--- src/rtl/manual_clk_gen.sv ---
// Manual single-step clock generator.
// Synchronises and debounces the step button, then issues one fixed-width manual_clk pulse per press.
module manual_clk_gen_db #(
  parameter int DB_W     = 20,
  parameter int DB_LIMIT = 50000
) (
  input  logic raw_clk,
  input  logic rst_n,
  input  logic btn_raw,
  output logic btn_level
);
  localparam logic [DB_W-1:0] LIM_M1 = DB_W'(DB_LIMIT - 1);

  logic            s1, s2;
  logic [DB_W-1:0] cnt;

  // Any sample agreeing with the accepted level restarts the stability count.
  always_ff @(posedge raw_clk or negedge rst_n) begin
    if (!rst_n) begin
      s1        <= 1'b0;
      s2        <= 1'b0;
      cnt       <= '0;
      btn_level <= 1'b0;
    end else begin
      s1 <= btn_raw;
      s2 <= s1;
      if (s2 == btn_level) begin
        cnt <= '0;
      end else if (cnt == LIM_M1) begin
        btn_level <= s2;
        cnt       <= '0;
      end else begin
        cnt <= cnt + DB_W'(1);
      end
    end
  end
endmodule

module manual_clk_gen #(
  parameter int DB_W        = 20,
  parameter int DB_LIMIT    = 50000,
  parameter int HIGH_CYCLES = 4
) (
  input  logic        raw_clk,
  input  logic        rst_n,
  input  logic        btn_raw,
  input  logic        auto_en,
  output logic        manual_clk,
  output logic        btn_level,
  output logic [15:0] step_cnt
);
  localparam logic [7:0] HC_M1 = 8'(HIGH_CYCLES - 1);

  typedef enum logic [1:0] {IDLE, HIGH, WAIT_REL} state_t;

  state_t     state, state_nxt;
  logic [7:0] pcnt, pcnt_nxt;
  logic       btn_level_d, rise, step_inc;

  manual_clk_gen_db #(.DB_W(DB_W), .DB_LIMIT(DB_LIMIT)) u_db (
    .raw_clk   (raw_clk),
    .rst_n     (rst_n),
    .btn_raw   (btn_raw),
    .btn_level (btn_level)
  );

  assign rise = btn_level & ~btn_level_d;

  always_comb begin
    state_nxt = state;
    pcnt_nxt  = pcnt;
    step_inc  = 1'b0;
    case (state)
      IDLE: if (rise && !auto_en) begin
        state_nxt = HIGH;
        pcnt_nxt  = '0;
        step_inc  = 1'b1;
      end
      // auto_en is not consulted here so a started pulse always completes.
      HIGH: if (pcnt == HC_M1) state_nxt = WAIT_REL;
            else               pcnt_nxt  = pcnt + 8'd1;
      WAIT_REL: if (!btn_level) state_nxt = IDLE;
      default: state_nxt = IDLE;
    endcase
  end

  always_ff @(posedge raw_clk or negedge rst_n) begin
    if (!rst_n) begin
      state       <= IDLE;
      pcnt        <= '0;
      btn_level_d <= 1'b0;
      manual_clk  <= 1'b0;
      step_cnt    <= '0;
    end else begin
      state       <= state_nxt;
      pcnt        <= pcnt_nxt;
      btn_level_d <= btn_level;
      // Flop copy of the HIGH state keeps manual_clk glitch-free.
      manual_clk  <= (state == HIGH);
      if (step_inc) step_cnt <= step_cnt + 16'd1;
    end
  end
endmodule

--- config.mk ---
export PLATFORM = sky130hd
export DESIGN_NAME = manual_clk_gen
export DESIGN_NICKNAME = d
export VERILOG_FILES = /design/src/rtl/manual_clk_gen.sv
export SDC_FILE = /design/constraint.sdc
export NUM_CORES = 1
export LEC_CHECK = 0
export CAP_MARGIN = 40
export CELL_PAD_IN_SITES_DETAIL_PLACEMENT = 0
export CELL_PAD_IN_SITES_GLOBAL_PLACEMENT = 2
export CORE_ASPECT_RATIO = 1.2
export CORE_UTILIZATION = 41
export CTS_BUF_LIST = sky130_fd_sc_hd__clkbuf_16
export DETAILED_ROUTE_END_ITERATION = 7
export PLACE_DENSITY_LB_ADDON = 0.1
export SYNTH_ARGS = -nofsm -noshare
export SYNTH_HDL_FRONTEND = slang
export SYNTH_SLANG_ARGS = --single-unit
--- constraint.sdc ---
create_clock -name raw_clk -period 3.35 [get_ports raw_clk]
set_input_delay 0.67 -clock raw_clk [delete_from_list [all_inputs] [get_ports raw_clk]]
set_output_delay 0.67 -clock raw_clk [all_outputs]
set_load 0.1 [all_outputs]
* Word level (Yosys, flattened, before mapping)
Cells that the tools add are included.
** Cells by class
- $add $sub $neg :: 3
- Eq/ne operators :: 9
- Mux-type cells :: 11
- Bitwise gates (word level) :: 3
- Reduce and logical (&&, ||, !) cells :: 7
** Operator list (number)
- 20-bit 2-to-1 mux :: 2
- 20-bit by 1-bit adder with 20-bit output (second input constant) :: 1
- 20-bit by 16-bit equality test with 1-bit output (second input constant) :: 1
- 16-bit by 1-bit adder with 16-bit output (second input constant) :: 1
- 8-bit 2-to-1 mux :: 2
- 8-bit one-hot mux with 2 select lines :: 1
- 8-bit by 1-bit adder with 8-bit output (second input constant) :: 1
- 8-bit by 2-bit equality test with 1-bit output (second input constant) :: 1
- 2-bit != test (second input constant) :: 4
- 2-bit 2-to-1 mux :: 3
- 2-bit one-hot mux with 3 select lines :: 1
- 3-bit AND reduction :: 2
- 2-bit by 1-bit equality test with 1-bit output (second input constant) :: 1
- 2-bit equality test (second input constant) :: 1
- 2-bit logical NOT :: 1
- 1-bit 2-to-1 mux :: 2
- 1-bit inverter :: 2
- 2-bit AND reduction :: 1
- 2-bit nonzero test :: 1
- 1-bit bitwise AND :: 1
- 1-bit equality test :: 1
- 1-bit logical AND :: 1
- 1-bit logical NOT :: 1
** Word-level totals
- Flip-flop bits (word level) :: 51
- Input port bits :: 4
- Output and inout bits :: 18

* Depth between registers and ports, before layout
- Word-level depth :: 5
- Depth in mapped cells :: 6
- Mapped depth without buffers :: 5

* Cells and area by module
A second synthesis with hierarchy kept.
** Unflattened totals
- Cells, all modules :: 238
- Area total of the unflattened synthesis :: 2479.9 um2
** Modules (own cells, without submodules)
- manual_clk_gen :: instances 1, cells each 124, area an instance 1348.8 um2, sequential area each 700.7 um2
- manual_clk_gen_db :: instances 1, cells each 114, area an instance 1131.1 um2, sequential area each 575.6 um2

* Least setup slack after synthesis
OpenSTA, ideal clock, no wires.
- Path type :: register -> register
- Start :: register u_db.btn_level
- End :: register step_cnt[11]
- Library setup time :: 158 ps
- Data arrival time :: 2215 ps
- Setup slack :: 977 ps
- Cell stages (with the launch flop) :: 6
- Path buffers :: 1
- Cells stage by stage :: dfrtp_1 or4b_1 buf_4 nor4b_4 nand4_1 xnor2_1
** On the way
- Longest elaborated chain between the ends :: 4
** RTL lines
- from (decl) :: RTL line 10 : output logic btn_level
- from (signal assigned) :: RTL line 23 : btn_level <= 1'b0;
- from (signal assigned) :: RTL line 30 : btn_level <= s2;
- 1-bit bitwise AND :: RTL line 67 : assign rise = btn_level & ~btn_level_d;
- 1-bit logical AND :: RTL line 74 : IDLE: if (rise && !auto_en) begin
- 1-bit 2-to-1 mux :: RTL line 74
- 1-bit 2-to-1 mux :: RTL line 73 : case (state)
- to (signal assigned) :: RTL line 100 : if (step_inc) step_cnt <= step_cnt + 16'd1;
- to (decl) :: RTL line 50 : output logic [15:0] step_cnt
Every way passes these cells.
A chain may end at the register's enable or synchronous reset.

* Worst setup path in the final report
- Start :: input auto_en
- End :: register step_cnt[1]
** On the way
- Longest elaborated chain between the ends :: 4
** RTL lines
- from (decl) :: RTL line 47 : input logic auto_en,
- 1-bit logical NOT :: RTL line 74
- 1-bit logical AND :: RTL line 74
- 1-bit 2-to-1 mux :: RTL line 74
- 1-bit 2-to-1 mux :: RTL line 73
Every way passes these cells.

==> impl_metrics.env <==
export IMPL_rows=30
export IMPL_cts_tree="built"
export IMPL_die_area_mm2=0.00629
export IMPL_hold_viol=0
export IMPL_final_cell_mix="dfrtp_1 (51), nor2_1 (30), xnor2_1 (23)"
export IMPL_cts_hold_buf=0
export IMPL_drt_iter0_markers=92
export IMPL_antenna_cells=0
export IMPL_start_util_pct=42.9
export IMPL_hp_class="in2async"
export IMPL_status="complete, no violations"
export IMPL_grt_pass1_vias=1680
export IMPL_dp_hpwl_um=3230
export IMPL_ctsLongestPathBuffers=2
export IMPL_synth_avg_cell_area_um2=11.0
export IMPL_synth_top_cell_by_area="dfrtp_1"
export IMPL_overflow=0
export IMPL_p_leak_nw=1.36
export IMPL_grt_first_pass_wirelength_um=8090
export IMPL_ant_nets=0
export IMPL_drt_pass1_iterations=4
export IMPL_grt_antenna_before_repair=0
export IMPL_yosys_register_bits=51
export IMPL_p_clk_share_pct=49.6
export IMPL_cp_max_fo=11
export IMPL_final_common_cell="dfrtp_1"
export IMPL_clkLatencyLatePin_ns=0.28
export IMPL_maxCapViolCount=0
export IMPL_rsz0062_at_grt="false"
export IMPL_synth_cells=223
export IMPL_postCtsResizedCells=0
export IMPL_power_internal_w=0.00105
export IMPL_final_setup_viol_count=0
export IMPL_syn_area_mm2=0.00245
export IMPL_sw_frac_of_total_pct=18.3
export IMPL_drc=0
export IMPL_post_route_min_period_ns=2.30
export IMPL_clock_sinks=51
export IMPL_cp_end_kind="flip-flop"
export IMPL_dpl_instance_area_mm2=0.00270
export IMPL_yosysSeqAreaShare_pct=52.1
export IMPL_drv_slew=0
export IMPL_grt_max_degree=31
export IMPL_final_util_pct=50.6
export IMPL_vias_per_cell=5.16
export IMPL_yosysUniqueCellTypes=36
export IMPL_numCtsBuffers=5
export IMPL_startpoint_type="input pin"
export IMPL_wl_um=4640
export IMPL_fmax_mhz=435
export IMPL_cts_setup_buffers=0
export IMPL_vdd_ir_drop_worst_mv=0.181
export IMPL_clock_skew_ns=0.00516
export IMPL_cts_root_buf="clkbuf_16"
export IMPL_p_switching_w=0.000235
export IMPL_num_io_pins=22
export IMPL_num_vias=1699
export IMPL_worst_pin_slew_ns=0.746
export IMPL_yosysWarnings=0
export IMPL_die_h_um=86.7
export IMPL_synth_area_leaders="dfrtp_1 (52%), xnor2_1 (8.2%), nor2_1 (4.6%)"
export IMPL_finalSetupTns_ns=0
export IMPL_required_ns=3.52
export IMPL_design_area_mm2=0.00289
export IMPL_synth_top_cell_area_share_pct=52.1
export IMPL_clkTransAtPathRegs_ns=0.07
export IMPL_die_w_um=72.5
export IMPL_period_share_pct=68.6
export IMPL_slew_headroom_pct=50.3
export IMPL_wl_per_cell_um=14.1
export IMPL_drive_above_1_share_pct=15.3
export IMPL_grtUsageTotal_pct=16.6
export IMPL_path_class="in2reg"
export IMPL_port_buffers=21
export IMPL_coreArea_mm2=0.00571
export IMPL_gp_congestion=0.712
export IMPL_powerDensity_mw_per_mm2=445
export IMPL_synth_nets=230
export IMPL_cts_htree_levels=2
export IMPL_holdWs_ns=0.345
export IMPL_area_growth_pct=18.0
export IMPL_layout_nets=255
export IMPL_sequentialPowerShare_pct=48.5
export IMPL_p_comb_share_pct=2.0
export IMPL_worstPathArrival_ns=2.47
## metal layers
layer  vias to the layer above  global-route usage (%)  routed length (um)
li1                        835                       -                   -
met5                         -                       0                   0
met3                         2                    3.72                 149
met2                        27                    28.1                2360
met1                       835                    21.0                2110
met4                         0                    4.81                  19
## worst max-delay path, cell delays in order
cell,delay (ns)
clkdlybuf4s50_1,0.39
or4b_1,0.72
nor2_4,0.32
mux2_2,0.37
## power groups by stage
| stage | Sequential [W] | Clock [W] | Combinational [W] |
|---|---|---|---|
| after floorplan | 0.000634 | 0 | 0.00000848 |
| final | 0.000623 | 0.000638 | 0.0000253 |
| after global routing | 0.000624 | 0.000680 | 0.0000304 |
| after CTS | 0.000623 | 0.000658 | 0.0000272 |
| after detailed placement | 0.000635 | 0 | 0.0000272 |
| after global placement | 0.000635 | 0 | 0.0000269 |
## Yosys cell counts
| library cell | n |
|---|---|
| or4b_4 | 1 |
| o211a_1 | 3 |
| and4_1 | 5 |
| o21ai_0 | 3 |
| nand2b_1 | 1 |
| or3_1 | 1 |
| xor2_1 | 12 |
| nor2_4 | 1 |
| nand3b_1 | 1 |
| buf_6 | 1 |
| ha_1 | 3 |
| inv_2 | 1 |
| buf_4 | 1 |
| or4b_1 | 1 |
| nor4b_4 | 1 |
| inv_1 | 8 |
| nand3_1 | 13 |
| o21ai_2 | 2 |
| nor2_1 | 30 |
| or4_1 | 3 |
| nor4b_1 | 2 |
| mux2_2 | 2 |
| xnor2_1 | 23 |
| o41ai_4 | 1 |
| o21a_1 | 2 |
| buf_2 | 2 |
| nand4_2 | 1 |
| and3_1 | 5 |
| nand2_1 | 12 |
| nand4_1 | 12 |
| nor3_1 | 6 |
| clkbuf_2 | 1 |
| nor4_4 | 1 |
| dfrtp_1 | 51 |
| nor4_1 | 6 |
| mux2i_1 | 4 |
## per-stage QoR
stage | total power, W | worst slack, ns | instances
final | 0.00129 | 1.05 | 329
after CTS | 0.00131 | 1.05 | 329
after detailed placement | 0.000662 | 0.747 | 321
after global routing | 0.00133 | 0.951 | 329
after global placement | 0.000662 | 0.771 | 320
after floorplan | 0.000643 | 0.977 | 223
## cells by family after synthesis
logic type | Yosys count | synth area share (%)
XOR/XNOR | 35 | 12.5
multiplexers | 6 | 2.55
buffers and inverters | 14 | 2.76
adder cells (fa/ha/maj) | 3 | 1.53
AND/OR/NAND/NOR | 103 | 24.2
AO/OA/AOI/OAI | 11 | 4.29
flip-flops | 51 | 52.1
## registers in the layout, indices dropped and copies added, names as in the netlist, 2 cells and up
register and flops:
step_cnt 16, u_db.cnt 20, state 2, pcnt 8
## final cells by class
type,count,area [um^2]
fillers,556,2820
flip-flops and latches,51,1280
multi-input cells,158,1100
repair buffers,23,185
clock buffers,5,125
well taps,80,100
clock inverters,3,63.8
inverters,9,33.8
## final timing paths
check | start | endpoint | slack, ns | cells after the start
max in group asynchronous | rst_n | u_db.cnt[10]$_DFF_PN0_ | 2.23 | 2
worst min-delay path | rst_n | pcnt[1]$_DFFE_PN0P_ | 0.34 | 1
worst max register to register | u_db.cnt[16]$_DFF_PN0_ | u_db.cnt[4]$_DFF_PN0_ | 1.33 | 4
worst max-delay path | auto_en | step_cnt[1]$_DFFE_PN0P_ | 1.05 | 4
worst min register to register | u_db.s1$_DFF_PN0_ | u_db.s2$_DFF_PN0_ | 0.34 | 0
min in group raw_clk | u_db.s1$_DFF_PN0_ | u_db.s2$_DFF_PN0_ | 0.35 | 0
(Power assumes the default switching activity.)
